===== config.mk =====
export PLATFORM = sky130hd
export DESIGN_NAME = bkm_irq_scheduler_flat
export DESIGN_NICKNAME = d
export VERILOG_FILES = /design/src/rtl/bkm_irq_scheduler_if.sv /design/src/rtl/bkm_irq_scheduler.sv /design/src/flat_wrapper.sv
export SDC_FILE = /design/constraint.sdc
export NUM_CORES = 1
export LEC_CHECK = 0
export ABC_AREA = 1
export BUFFER_PORTS_ARGS = -buffer_cell sky130_fd_sc_hd__buf_2
export CAP_MARGIN = 10
export CORE_MARGIN = 3
export CORE_UTILIZATION = 40
export CTS_CLUSTER_DIAMETER = 150
export DETAILED_ROUTE_END_ITERATION = 12
export PLACE_DENSITY_LB_ADDON = 0.15
export SYNTH_ARGS = -nofsm -noshare
export SYNTH_HDL_FRONTEND = slang
export SYNTH_SLANG_ARGS = --single-unit

===== constraint.sdc =====
create_clock -name clk_50mhz_in -period 2.7 [get_ports clk_50mhz_in]
set_input_delay 0.81 -clock clk_50mhz_in [delete_from_list [all_inputs] [get_ports clk_50mhz_in]]
set_output_delay 0.81 -clock clk_50mhz_in [all_outputs]
set_load 0.01 [all_outputs]

===== src/rtl/bkm_irq_scheduler_if.sv =====
// Host-side register interface of the BKM-68X interrupt scheduler: card ID read,
// register 0x41 status/clear, register 0x31 video format and the card interrupt line.
interface bkm_irq_scheduler_if;
  logic [7:0] slot_no;
  logic       id_read;
  logic       clear_strobe;
  logic [7:0] clear_mask;
  logic [7:0] irq_status;
  logic       int_x;
  logic [7:0] reg_video_format;

  // Bus-side monitor block drives the requests and reads back the registers.
  modport master (
    output slot_no, id_read, clear_strobe, clear_mask,
    input  irq_status, int_x, reg_video_format
  );

  modport slave (
    input  slot_no, id_read, clear_strobe, clear_mask,
    output irq_status, int_x, reg_video_format
  );
endinterface


===== src/rtl/bkm_irq_scheduler.sv =====
// BKM-68X host interrupt sequencer: boot, two timed readiness phases, debounced format events.
// Define IRQ_PARTIAL_CLEAR_EN to clear only the status bits written as 1 in register 0x41.
module bkm_irq_scheduler #(
  parameter int CLK_HZ        = 50000000,
  parameter int STABLE_CYCLES = 1000000
) (
  input  logic                 clk_50mhz_in,
  input  logic                 reset_x,
  input  logic [7:0]           video_format,
  output logic [7:0]           elapsed_s,
  bkm_irq_scheduler_if.slave   host
);

  localparam int TW = (CLK_HZ > 1) ? $clog2(CLK_HZ) : 1;
  localparam int SW = $clog2(STABLE_CYCLES + 1);

  localparam logic [7:0] IRQ_NONE  = 8'hFF;
  localparam logic [7:0] IRQ_BOOT  = 8'hFD;
  localparam logic [7:0] IRQ_PH1   = 8'hFB;
  localparam logic [7:0] IRQ_PH2   = 8'hEF;
  localparam logic [7:0] IRQ_VFMT  = 8'hDF;

  typedef enum logic [1:0] {S_BOOT, S_P1, S_P2, S_RUN} state_t;

  state_t        state_q, state_d;
  logic [7:0]    irq_q, irq_d;
  logic [TW-1:0] tick_q;
  logic          id_seen_q;
  logic [7:0]    sample_q;
  logic [SW-1:0] stable_cnt_q;
  logic [7:0]    stable_fmt_q;
  logic          fmt_pending_q;
  logic [7:0]    reg_vf_q;
  logic [7:0]    th1, th2;
  logic          idle, consume, stable_hit;
  logic [7:0]    reg_vf_next;

  always_comb begin
    unique case (host.slot_no)
      8'h03:   begin th1 = 8'd14; th2 = 8'd21; end
      8'h04:   begin th1 = 8'd16; th2 = 8'd23; end
      default: begin th1 = 8'd12; th2 = 8'd19; end
    endcase
  end

  // NOTE: sequential state uses non-blocking assignments so every register samples pre-edge values.
  always_ff @(posedge clk_50mhz_in or negedge reset_x) begin
    if (!reset_x) begin
      tick_q    <= '0;
      elapsed_s <= 8'd0;
      id_seen_q <= 1'b0;
    end else begin
      if (tick_q == TW'(CLK_HZ - 1)) begin
        tick_q <= '0;
        if (elapsed_s != 8'hFF) elapsed_s <= elapsed_s + 8'd1;
      end else begin
        tick_q <= tick_q + 1'b1;
      end
      if (host.id_read) id_seen_q <= 1'b1;
    end
  end

  // Debounce: the hit fires once, on the cycle the counter reaches STABLE_CYCLES.
  assign stable_hit  = (video_format == sample_q) && (stable_cnt_q == SW'(STABLE_CYCLES - 1));
  // Compare against the value reg_video_format takes this edge, so a report in flight is honoured.
  assign reg_vf_next = consume ? stable_fmt_q : reg_vf_q;

  always_ff @(posedge clk_50mhz_in or negedge reset_x) begin
    if (!reset_x) begin
      sample_q      <= 8'h00;
      stable_cnt_q  <= '0;
      stable_fmt_q  <= 8'h00;
      fmt_pending_q <= 1'b0;
      reg_vf_q      <= 8'h00;
    end else begin
      sample_q <= video_format;
      if (video_format != sample_q)                stable_cnt_q <= '0;
      else if (stable_cnt_q != SW'(STABLE_CYCLES)) stable_cnt_q <= stable_cnt_q + 1'b1;

      if (stable_hit) begin
        stable_fmt_q  <= sample_q;
        fmt_pending_q <= (sample_q != reg_vf_next);
      end else if (consume) begin
        fmt_pending_q <= 1'b0;
      end
      if (consume) reg_vf_q <= stable_fmt_q;
    end
  end

  always_ff @(posedge clk_50mhz_in or negedge reset_x) begin
    if (!reset_x) begin
      state_q <= S_BOOT;
      irq_q   <= IRQ_BOOT;
    end else begin
      state_q <= state_d;
      irq_q   <= irq_d;
    end
  end

  assign idle = (irq_q == IRQ_NONE);

  // NOTE: every always_comb output is given a default first, so no path can infer a latch.
  always_comb begin
    state_d = state_q;
    irq_d   = irq_q;
    consume = 1'b0;
    if (host.clear_strobe) begin
`ifdef IRQ_PARTIAL_CLEAR_EN
      irq_d = irq_q | host.clear_mask;
`else
      irq_d = IRQ_NONE;
`endif
    end
    // A clear in the same cycle suppresses any event; it re-evaluates on a later cycle.
    unique case (state_q)
      S_BOOT: if (idle) state_d = S_P1;
      S_P1: if (idle && id_seen_q && (elapsed_s > th1) && !host.clear_strobe) begin
        irq_d   = IRQ_PH1;
        state_d = S_P2;
      end
      S_P2: if (idle && (elapsed_s > th2) && !host.clear_strobe) begin
        irq_d   = IRQ_PH2;
        state_d = S_RUN;
      end
      S_RUN: if (idle && fmt_pending_q && !host.clear_strobe) begin
        irq_d   = IRQ_VFMT;
        consume = 1'b1;
      end
      default: state_d = S_BOOT;
    endcase
  end

  assign host.irq_status       = irq_q;
  assign host.int_x            = &irq_q;
  assign host.reg_video_format = reg_vf_q;

endmodule


===== src/flat_wrapper.sv =====
// flat-port wrapper written by rule: the top's interface ports become plain ports
module bkm_irq_scheduler_flat 
#(
  parameter int CLK_HZ        = 50000000,
  parameter int STABLE_CYCLES = 1000000
)
  (clk_50mhz_in, reset_x, video_format, elapsed_s, host_slot_no, host_id_read, host_clear_strobe, host_clear_mask, host_irq_status, host_int_x, host_reg_video_format);
  bkm_irq_scheduler_if host_i ();
  input  logic clk_50mhz_in;
  input  logic reset_x;
  input  logic [7:0] video_format;
  output logic [7:0] elapsed_s;
  input wire logic [$bits(host_i.slot_no)-1:0] host_slot_no;
  input wire logic [$bits(host_i.id_read)-1:0] host_id_read;
  input wire logic [$bits(host_i.clear_strobe)-1:0] host_clear_strobe;
  input wire logic [$bits(host_i.clear_mask)-1:0] host_clear_mask;
  output wire logic [$bits(host_i.irq_status)-1:0] host_irq_status;
  output wire logic [$bits(host_i.int_x)-1:0] host_int_x;
  output wire logic [$bits(host_i.reg_video_format)-1:0] host_reg_video_format;
  assign host_i.slot_no = host_slot_no;
  assign host_i.id_read = host_id_read;
  assign host_i.clear_strobe = host_clear_strobe;
  assign host_i.clear_mask = host_clear_mask;
  assign host_irq_status = host_i.irq_status;
  assign host_int_x = host_i.int_x;
  assign host_reg_video_format = host_i.reg_video_format;
  bkm_irq_scheduler #(.CLK_HZ(CLK_HZ), .STABLE_CYCLES(STABLE_CYCLES)) u_core (.clk_50mhz_in(clk_50mhz_in), .reset_x(reset_x), .video_format(video_format), .elapsed_s(elapsed_s), .host(host_i));
endmodule

==> summary.md, run 1 <==
| Metric | Value |
|---|---|
| Status | `finished, final reports clean` |
| Final core occ | `48.6%` |
| TritonCTS Buffers | `9` |
| Peak Freq | `411 MHz` |
| Setup WS pre-CTS | `-0.272 ns` |
| Top routing layer in use | `met4` |
| Max VDD drop | `0.000440 V` |
| P_sw | `0.940 mW` |
| R2R depth | `10` |
| RD Place Congestion | `0.890` |
| Global Route Usage Sum | `16.5%` |
| Die width | `117 um` |
| # setup viols final | `0` |
| Initial antenna violation count | `0` |
| Post-synth EDFFs | `0` |
| Worst EP required | `2.93 ns` |
| WL/cell | `13.0 um` |
| N_diodes | `0` |
| Final cell count without fillers | `813` |
| Layout cell share with drive strength beyond 1 | `17.0%` |
| Routed length on met2 | `5.01 mm` |
| DPL Wire Length | `7.72 mm` |
| CTS H-tree lvls | `3` |
| Rows | `39` |
| Post-route ant nets | `0` |
| Area of the die | `0.0137 mm^2` |
| Area grow syn2layout | `15.2%` |
| Hold_buf cts | `0` |
| Vias in the first global route | `4,071` |
| I/O Buffers | `44` |
| Primary FF master, synth | `dfrtp_1` |
| Slew Limit Fails | `0` |
| Clk slew on worst S/H paths | `0.07 ns` |
| Final hold viol count | `0` |
| Placed cell count | `797` |
| # fillers | `1,130` |
| Seq/Total Area, Yosys | `45.8%` |
| Power share of the sequential group | `47.4%` |
| Via count | `4,167` |
| FF-to-FF Start | `u_core.state_q[0]` |
| Post-CTS resize count | `0` |
| Vias per Instance | `5.13` |
| Root Buffer Master | `clkbuf_16` |
| Insertion delay to the later sink of the worst-skew pair | `0.34 ns` |
| Skew final | `0.00673 ns` |
| Count leader, synth | `nand2_1` |
| Area leader, netlist | `dfrtp_1` |
| Post-synth cell types | `43` |
| Drt initial violations | `291` |
| Switching Fraction | `28.7%` |
| RSZ-0062 raised after global routing | `no` |
| Pre-antenna DRT Iters | `5` |
| Fin crit period | `2.43 ns` |
| Share of total power in the clock network | `36.2%` |
| WS Path Type | `input port to flip-flop` |
| Core area | `0.0117 mm^2` |
| CTS tree | `built` |
| Syn avg cell area | `8.12 um^2` |
| Met1 wire length | `4.96 mm` |
| First-pass GRT wire length | `18.2 mm` |
| IO Count | `53` |
| Routed WL | `10.5 mm` |
| Combinational Power Share | `16.4%` |
| Synth Warn # | `0` |
| # DRC | `0` |
| Final worst setup slack | `0.267 ns` |
| Post-synth top area share | `42.1%` |
| Setup crit end kind | `flip-flop` |
| Starting Density | `42.1%` |
| Top cells by count, synth | `118 x nand2_1, 85 x inv_1, 83 x dfrtp_1` |
| FF-to-FF End | `u_core.fmt_pending_q` |
| Met3 WL | `435 um` |
| CP Max Fanout | `4` |
| Async SR Flop Fraction | `100%` |
| Cell area power density | `576 mW/mm^2` |
| Global route overflow | `0` |
| Post-Syn Instances | `608` |
| Leak | `2.79 nW` |
| Mapped Nets | `651` |
| Max capacitance violation total | `0` |
| Internal power | `2.33 mW` |
| Post-CTS Setup Repair Bufs | `0` |
| Synth area leaders | `dfrtp_1 42%, nand2_1 9.0%, inv_1 6.5%` |
| Worst hold path class | `input port to asynchronous set/reset pin` |
| Nets | `708` |
| Synthesized flop and latch total | `90` |
| Actual slew at the worst max-slew pin | `0.561 ns` |
| Total power | `3.27 mW` |
| Synthesized cell area | `0.00493 mm^2` |
| Final TNS setup | `0 ns` |
| CP arrival | `2.67 ns` |
| Period utilisation layout | `90.1%` |
| R2R Setup Slk | `0.55 ns` |
| Slew HR | `62.6%` |
| Largest net degree at the start of global routing | `45` |
| Die Y | `117 um` |
| Clock Tree Buf Depth | `2` |
| CTS sink cnt | `90` |
| Startpoint Class | `input port` |
## worst max path at each step
stage | startpoint | endpoint | slack, ns | depth (start not counted)
after floorplan | host_slot_no[5] | u_core.state_q[0] | 0.06 | 14
final | host_slot_no[5] | u_core.state_q[1] | 0.27 | 15
after global placement | host_slot_no[5] | u_core.state_q[1] | -0.20 | 15
after CTS | host_slot_no[5] | u_core.state_q[1] | 0.1 | 15
after global routing | host_slot_no[5] | u_core.state_q[1] | 0.02 | 15
after detailed placement | host_slot_no[5] | u_core.state_q[1] | -0.27 | 15
## power groups by stage
stage                     sequential, mW  clock (mW)  combinational (mW)
after global routing                1.56        1.28               0.617
after CTS                           1.55        1.22               0.529
after detailed placement            1.57           0               0.522
after global placement              1.57           0               0.508
after floorplan                     1.60           0               0.294
final                               1.55        1.18               0.537
## metal layers
layer	vias up	GRT usage, %
met5	-	0
met3	12	3.60
met2	86	27.6
met4	0	5.05
met1	1966	21.5
li1	2103	-
## flip-flops by register name (all words and copies together), names as in the netlist
signal	flops
u_core.elapsed_s	8
u_core.fmt_pending_q	1
u_core.host.irq_status	8
u_core.state_q	2
u_core.stable_cnt_q	20
u_core.sample_q	8
u_core.id_seen_q	1
u_core.tick_q	26
u_core.stable_fmt_q	8
u_core.host.reg_video_format	8
## logic make-up after synthesis
| kind of cell | Yosys count | share of synthesized area (%) |
|---|---|---|
| and+or+nand+nor | 299 | 29.3 |
| DFF | 90 | 45.8 |
| xor gates and xnor gates | 24 | 4.26 |
| adders and majority gates | 15 | 3.80 |
| buffers and inverters | 99 | 7.63 |
| AOI/OAI and AO/OA | 81 | 9.20 |
## cells in the final DEF (no fill, tap or decap), types with 6 or more instances in the layout
| cell type | n |
|---|---|
| a21oi_1 | 26 |
| clkbuf_16 | 9 |
| dfstp_2 | 7 |
| a31oi_1 | 10 |
| nand4_1 | 9 |
| ha_1 | 15 |
| o21ai_0 | 21 |
| xor2_1 | 13 |
| buf_4 | 7 |
| inv_1 | 85 |
| xnor2_1 | 11 |
| o21ai_1 | 12 |
| dfrtp_1 | 83 |
| nand2_1 | 118 |
| nor2_4 | 6 |
| inv_2 | 9 |
| nand3_1 | 46 |
| buf_2 | 43 |
| nor3_1 | 23 |
| nor2_1 | 63 |
## critical path: stages
cell and delay, ns:
buf_2 0.12, nor4_4 0.29, nand3_1 0.14, nor3b_2 0.21
nor2_1 0.06, ha_1 0.29, a21oi_1 0.06, nor2_1 0.08
nand2_1 0.05, nand3_1 0.07, nand2_1 0.07, a21oi_2 0.17
nand3_2 0.13, nand2_1 0.07, o21ai_1 0.06
## final cells by class
class	instances	area [um^2]	area share (%)
sequential	90	2260	39.8
clock inverter	5	37.5	0.660
multi-input combinational	419	2330	40.9
tap	143	179	3.15
timing repair buffer	51	288	5.06
inverter	94	353	6.20
clock buffer	11	243	4.27
## per-stage QoR
stage | area, um^2 | hold WS, ns
3_5_place_dp | 5380 | 0.451
6_report | 5690 | 0.429
2_1_floorplan | 4930 | 0.433
3_3_place_gp | 5380 | 0.446
4_1_cts | 5660 | 0.443
5_1_grt | 5690 | 0.467
(Power assumes the default switching activity.)
==> run 2, diff against run 1 <==
--- a/config.mk
+++ b/config.mk
@@ -13,6 +13,7 @@
 export CTS_CLUSTER_DIAMETER = 150
 export DETAILED_ROUTE_END_ITERATION = 12
 export PLACE_DENSITY_LB_ADDON = 0.15
+export RECOVER_POWER = 100
 export SYNTH_ARGS = -nofsm -noshare
 export SYNTH_HDL_FRONTEND = slang
 export SYNTH_SLANG_ARGS = --single-unit
==> run 2 against run 1 <==
Compared with the run above: utilization is 1.1 points lower; clock power hardly changed; setup slack lost 0.021 ns; register-to-register slack got worse by 0.30 ns; non-clock buffer count unchanged; highest routed layer unchanged.
==> summary.md, run 2 (same netlist as run 1, synthesis figures left out) <==
| Metric | Value |
|---|---|
| R2R Setup Slk | `0.25 ns` |
| Commonest non-fill, non-tap cell in the layout | `nand2_1` |
| R2R depth | `12` |
| WS Path Type | `flip-flop to flip-flop` |
| Share of total power in the clock network | `36.5%` |
| Global route overflow | `0` |
| Post-route ant nets | `0` |
| Routed WL | `10.6 mm` |
| Peak Freq | `407 MHz` |
| Root Buffer Master | `clkbuf_16` |
| # setup viols final | `0` |
| Worst hold slack | `0.457 ns` |
| TritonCTS Buffers | `9` |
| Power share of the sequential group | `47.5%` |
| Fin crit period | `2.45 ns` |
| CP Max Fanout | `7` |
| Buffers & Inverters on Critical Path | `1` |
| Max capacitance violation total | `0` |
| Largest regs | `u_core.tick_q x26, u_core.stable_cnt_q x20` |
| DPL Wire Length | `7.72 mm` |
| Nets | `708` |
| CTS tree | `built` |
| Rows | `39` |
| I/O Buffers | `44` |
| Slew HR | `27.9%` |
| Period utilisation layout | `90.9%` |
| Commonest cells after routing, fill and taps aside | `120 x nand2_1, 86 x inv_1, 83 x dfrtp_1` |
| Layout cell share with drive strength beyond 1 | `9.85%` |
| Post-CTS resize count | `0` |
| Core area | `0.0117 mm^2` |
| Startpoint Class | `flip-flop` |
| FF-to-FF End | `u_core.elapsed_s[5]` |
| Worst path slowest cell | `nor2_1` |
| Crit path largest cell delay | `0.39 ns` |
| Worst hold path class | `flip-flop to flip-flop` |
| Clk slew on worst S/H paths | `0.07 ns` |
| Drt initial violations | `264` |
| Skew final | `0.00986 ns` |
| Leak | `2.63 nW` |
| Die width | `117 um` |
| Cell area power density | `584 mW/mm^2` |
| First-pass GRT wire length | `18.2 mm` |
| FF-to-FF Start | `u_core.tick_q[0]` |
| Area of the die | `0.0137 mm^2` |
| Final core occ | `47.4%` |
| Max VDD drop | `0.000443 V` |
| CTS H-tree lvls | `3` |
| Global Route Usage Sum | `16.5%` |
| # DRC | `0` |
| Actual slew at the worst max-slew pin | `1.08 ns` |
| Starting Density | `42.1%` |
| Insertion delay to the later sink of the worst-skew pair | `0.35 ns` |
| CTS sink cnt | `90` |
| WHS Endpoint | `u_core.tick_q[0]` |
| N_diodes | `0` |
| Hold_buf cts | `0` |
| Initial antenna violation count | `0` |
| Most flops, register | `u_core.tick_q` |
| Via count | `4,176` |
| Min-delay src | `u_core.tick_q[0]` |
| Setup crit end kind | `flip-flop` |
| Vias per Instance | `5.14` |
| Switching Fraction | `28.9%` |
| Vias in the first global route | `4,071` |
| Top delay family on crit path | `simple AND/OR/NAND/NOR gates` |
| Post-CTS Setup Repair Bufs | `0` |
| Status | `finished, final reports clean` |
| Final TNS setup | `0 ns` |
| Largest net degree at the start of global routing | `45` |
| Pre-antenna DRT Iters | `5` |
| IO Count | `53` |
| P_sw | `0.938 mW` |
| CP arrival | `2.71 ns` |
| Critical Path, Cell by Cell | `ha_1 -> nand2_2 -> nor2_1 -> nand2_4 -> nor2_1 -> clkinv_1 -> nor2_1 -> nand2_4 -> nor2_4 -> nand2_1 -> nor2_2 -> xor2_1` |
| Worst EP required | `2.96 ns` |
| Cell mode on critical path | `nor2_1` |
| Largest register FFs | `26` |
| RD Place Congestion | `0.890` |
| Internal power | `2.31 mW` |
| Area grow syn2layout | `12.5%` |
| RSZ-0062 raised after global routing | `no` |
| Final hold viol count | `0` |
| Slew Limit Fails | `0` |
| Clock Tree Buf Depth | `2` |
| Combinational Power Share | `16.0%` |
| Hold path depth | `1` |
| WL/cell | `13.1 um` |
| Die Y | `117 um` |
## run 2: how the worst max path moves through the flow
| stage | startpoint | end | cells past startpoint | slack, ns |
|---|---|---|---|---|
| final | u_core.tick_q[0] | u_core.elapsed_s[5] | 12 | 0.25 |
| after global routing | host_slot_no[5] | u_core.state_q[1] | 15 | 0.03 |
| after CTS | host_slot_no[5] | u_core.state_q[1] | 15 | 0.1 |
| after detailed placement | host_slot_no[5] | u_core.state_q[1] | 15 | -0.27 |
| after global placement | host_slot_no[5] | u_core.state_q[1] | 15 | -0.20 |
| after floorplan | host_slot_no[5] | u_core.state_q[0] | 14 | 0.06 |
## run 2: power groups by stage
stage | Clock [mW] | Combinational (mW) | Sequential, mW
after global placement | 0 | 0.508 | 1.57
after detailed placement | 0 | 0.522 | 1.57
after CTS | 1.22 | 0.529 | 1.55
after global routing | 1.28 | 0.598 | 1.55
final | 1.18 | 0.519 | 1.54
after floorplan | 0 | 0.294 | 1.60
## run 2: cell type report
type                            count  area (um^2)
Tap cell                          143          179
Fill cell                        1162         6160
Inverter                           94          353
Multi-Input combinational cell    419         2250
Timing Repair Buffer               51          225
Clock buffer                       11          243
Sequential cell                    90         2260
Clock inverter                      5         37.5
## run 2: layer usage
| layer | global-route usage [%] | vias to the layer above | wire (um) |
|---|---|---|---|
| met3 | 3.60 | 16 | 473 |
| li1 | - | 2101 | - |
| met1 | 21.5 | 1965 | 5060 |
| met2 | 27.6 | 94 | 4930 |
| met4 | 5.05 | 0 | 161 |
| met5 | 0 | - | 0 |
## run 2: metrics by stage
stage          instances  total power, mW  instance area [um^2]  setup WS (ns)
5_1_grt              813             3.43                  5550         0.0254
3_3_place_gp         797             2.08                  5380         -0.199
4_1_cts              813             3.31                  5660         0.0996
2_1_floorplan        608             1.89                  4930         0.0580
3_5_place_dp         797             2.10                  5380         -0.272
6_report             813             3.24                  5550          0.246
==> run 3, diff against run 2 <==
--- a/config.mk
+++ b/config.mk
@@ -8,6 +8,7 @@
 export ABC_AREA = 1
 export BUFFER_PORTS_ARGS = -buffer_cell sky130_fd_sc_hd__buf_2
 export CAP_MARGIN = 10
+export CORE_ASPECT_RATIO = 0.75
 export CORE_MARGIN = 3
 export CORE_UTILIZATION = 40
 export CTS_CLUSTER_DIAMETER = 150
==> run 3 against run 2 <==
Compared with the run above: the run now ends with capacitance limit, slew limit left; cell count grew 2.2%; sequential power hardly changed; non-clock buffer count fell by 1; power grew 2.5%; worst hold slack better by 0.0090 ns; critical endpoint is now u_core.state_q[1].
==> summary.md, run 3 (same netlist as run 1, synthesis figures left out) <==
| Metric | Value |
|---|---|
| Routed WL | `10.5 mm` |
| Cell mode on critical path | `nand2_1` |
| DPL Wire Length | `7.67 mm` |
| WS Path Type | `input port to flip-flop` |
| Startpoint Class | `input port` |
| Crit path largest cell delay | `0.31 ns` |
| Clk slew on worst S/H paths | `0.07 ns` |
| Peak Freq | `399 MHz` |
| Commonest cells after routing, fill and taps aside | `120 x nand2_1, 88 x inv_1, 83 x dfrtp_1` |
| Final cell count without fillers | `831` |
| Final hold viol count | `0` |
| Nets | `707` |
| Slew HR | `-27.3%` |
| # fillers | `1,190` |
| Vias in the first global route | `3,897` |
| # setup viols final | `0` |
| Area of the die | `0.0137 mm^2` |
| Post-route ant nets | `0` |
| IO Count | `53` |
| Worst hold path class | `flip-flop to flip-flop` |
| Largest register FFs | `26` |
| CP Max Fanout | `4` |
| Clock Tree Buf Depth | `2` |
| Global Route Usage Sum | `16.5%` |
| Fin crit period | `2.50 ns` |
| N_diodes | `0` |
| First-pass GRT wire length | `18.4 mm` |
| Largest regs | `u_core.tick_q x26, u_core.stable_cnt_q x20` |
| CTS tree | `built` |
| CP arrival | `2.73 ns` |
| Multi-input gate area | `0.00225 mm^2` |
| Rows | `34` |
| WL/cell | `12.6 um` |
| TritonCTS Buffers | `9` |
| Core area | `0.0118 mm^2` |
| Pre-antenna DRT Iters | `5` |
| Area grow syn2layout | `13.6%` |
| Max capacitance violation total | `1` |
| Largest net degree at the start of global routing | `57` |
| Actual slew at the worst max-slew pin | `1.91 ns` |
| Max VDD drop | `0.000388 V` |
| Root Buffer Master | `clkbuf_16` |
| Initial antenna violation count | `0` |
| Commonest non-fill, non-tap cell in the layout | `nand2_1` |
| Setup WS pre-CTS | `-0.346 ns` |
| Most flops, register | `u_core.tick_q` |
| Cell area power density | `594 mW/mm^2` |
| Die width | `134 um` |
| Layout cell share with drive strength beyond 1 | `9.27%` |
| Post-DP Area | `0.00539 mm^2` |
| Post-route cell area | `0.00560 mm^2` |
| Placed cell count | `815` |
| Global route overflow | `0` |
| # DRC | `0` |
| Skew final | `0.00860 ns` |
| RD Place Congestion | `0.858` |
| Final core occ | `47.4%` |
| Worst EP required | `2.93 ns` |
| Period utilisation layout | `92.8%` |
| Starting Density | `41.7%` |
| Drt initial violations | `271` |
| Critical Path, Cell by Cell | `buf_2 -> nor4_2 -> nand3_1 -> nor3b_2 -> nor2_1 -> ha_1 -> a21oi_1 -> nor2_1 -> nand2_1 -> nand3_1 -> nand2_1 -> a21oi_2 -> nand3_2 -> nand2_1 -> o21ai_1` |
| Final TNS setup | `0 ns` |
| CTS sink cnt | `90` |
| Via count | `4,139` |
| Hold_buf cts | `0` |
| Worst path slowest cell | `nor4_2` |
| Worst hold slack | `0.466 ns` |
| Slew Limit Fails | `35` |
| Buffers & Inverters on Critical Path | `1` |
| Leak | `2.68 nW` |
| Insertion delay to the later sink of the worst-skew pair | `0.34 ns` |
| Status | `finished, violations left` |
| Final worst setup slack | `0.196 ns` |
| Setup crit end kind | `flip-flop` |
| Die Y | `102 um` |
| I/O Buffers | `44` |
| Vias per Instance | `4.98` |
| Top delay family on crit path | `simple AND/OR/NAND/NOR gates` |
| Sequential cell area | `0.00226 mm^2` |
| Total power | `3.33 mW` |
| Failing checks | `capacitance limit, slew limit` |
| CTS H-tree lvls | `3` |
==> run 3: final timing paths <==
kind | startpoint | to | slack (ns) | cells past startpoint
worst max register to register | u_core.tick_q[0] | u_core.elapsed_s[5] | 0.42 | 12
worst min-delay path | u_core.tick_q[0] | u_core.tick_q[0] | 0.47 | 1
worst min register to register | u_core.tick_q[0] | u_core.tick_q[0] | 0.47 | 1
min in group asynchronous | reset_x | u_core.host.irq_status[1] | 0.99 | 1
worst max-delay path | host_slot_no[5] | u_core.state_q[1] | 0.20 | 15
max in group asynchronous | reset_x | u_core.sample_q[1] | 0.61 | 1
==> run 3: area by class of cell <==
| type | instances | share of cell area [%] |
|---|---|---|
| repair buffers | 50 | 4.26 |
| well taps | 162 | 3.62 |
| clock buffers | 10 | 4.09 |
| flip-flops and latches | 90 | 40.3 |
| inverters | 94 | 6.30 |
| multi-input cells | 419 | 40.1 |
| clock inverters | 6 | 1.29 |
==> run 3: report_power, final <==
group / switching, mW / leakage [nW] / internal [mW]
Sequential: 0.0755 / 1.15 / 1.46
Clock: 0.550 / 0.144 / 0.728
Combinational: 0.317 / 1.39 / 0.195
==> run 3: timing repair <==
item                       in CTS  in global routing
setup endpoints to repair       0                  3
setup buffers                   0                  0
resized for setup               0                  4
==> run 3: worst reg2reg max path: stages, from the launching register on <==
cell,delay (ns)
dfrtp_1,0.37
ha_1,0.20
nand2_2,0.06
nor2_1,0.34
nand2_4,0.11
nor2_8,0.15
inv_1,0.05
nor2_1,0.17
nand2_4,0.09
nor2_1,0.27
nand2_2,0.10
nor2_1,0.12
xor2_1,0.15
==> run 3: metal layers <==
layer / wire length (um) / global-route usage [%]
met5: 0 / 0
met2: 4420 / 24.9
met3: 533 / 4.28
met4: 155 / 5.01
met1: 5380 / 23.5
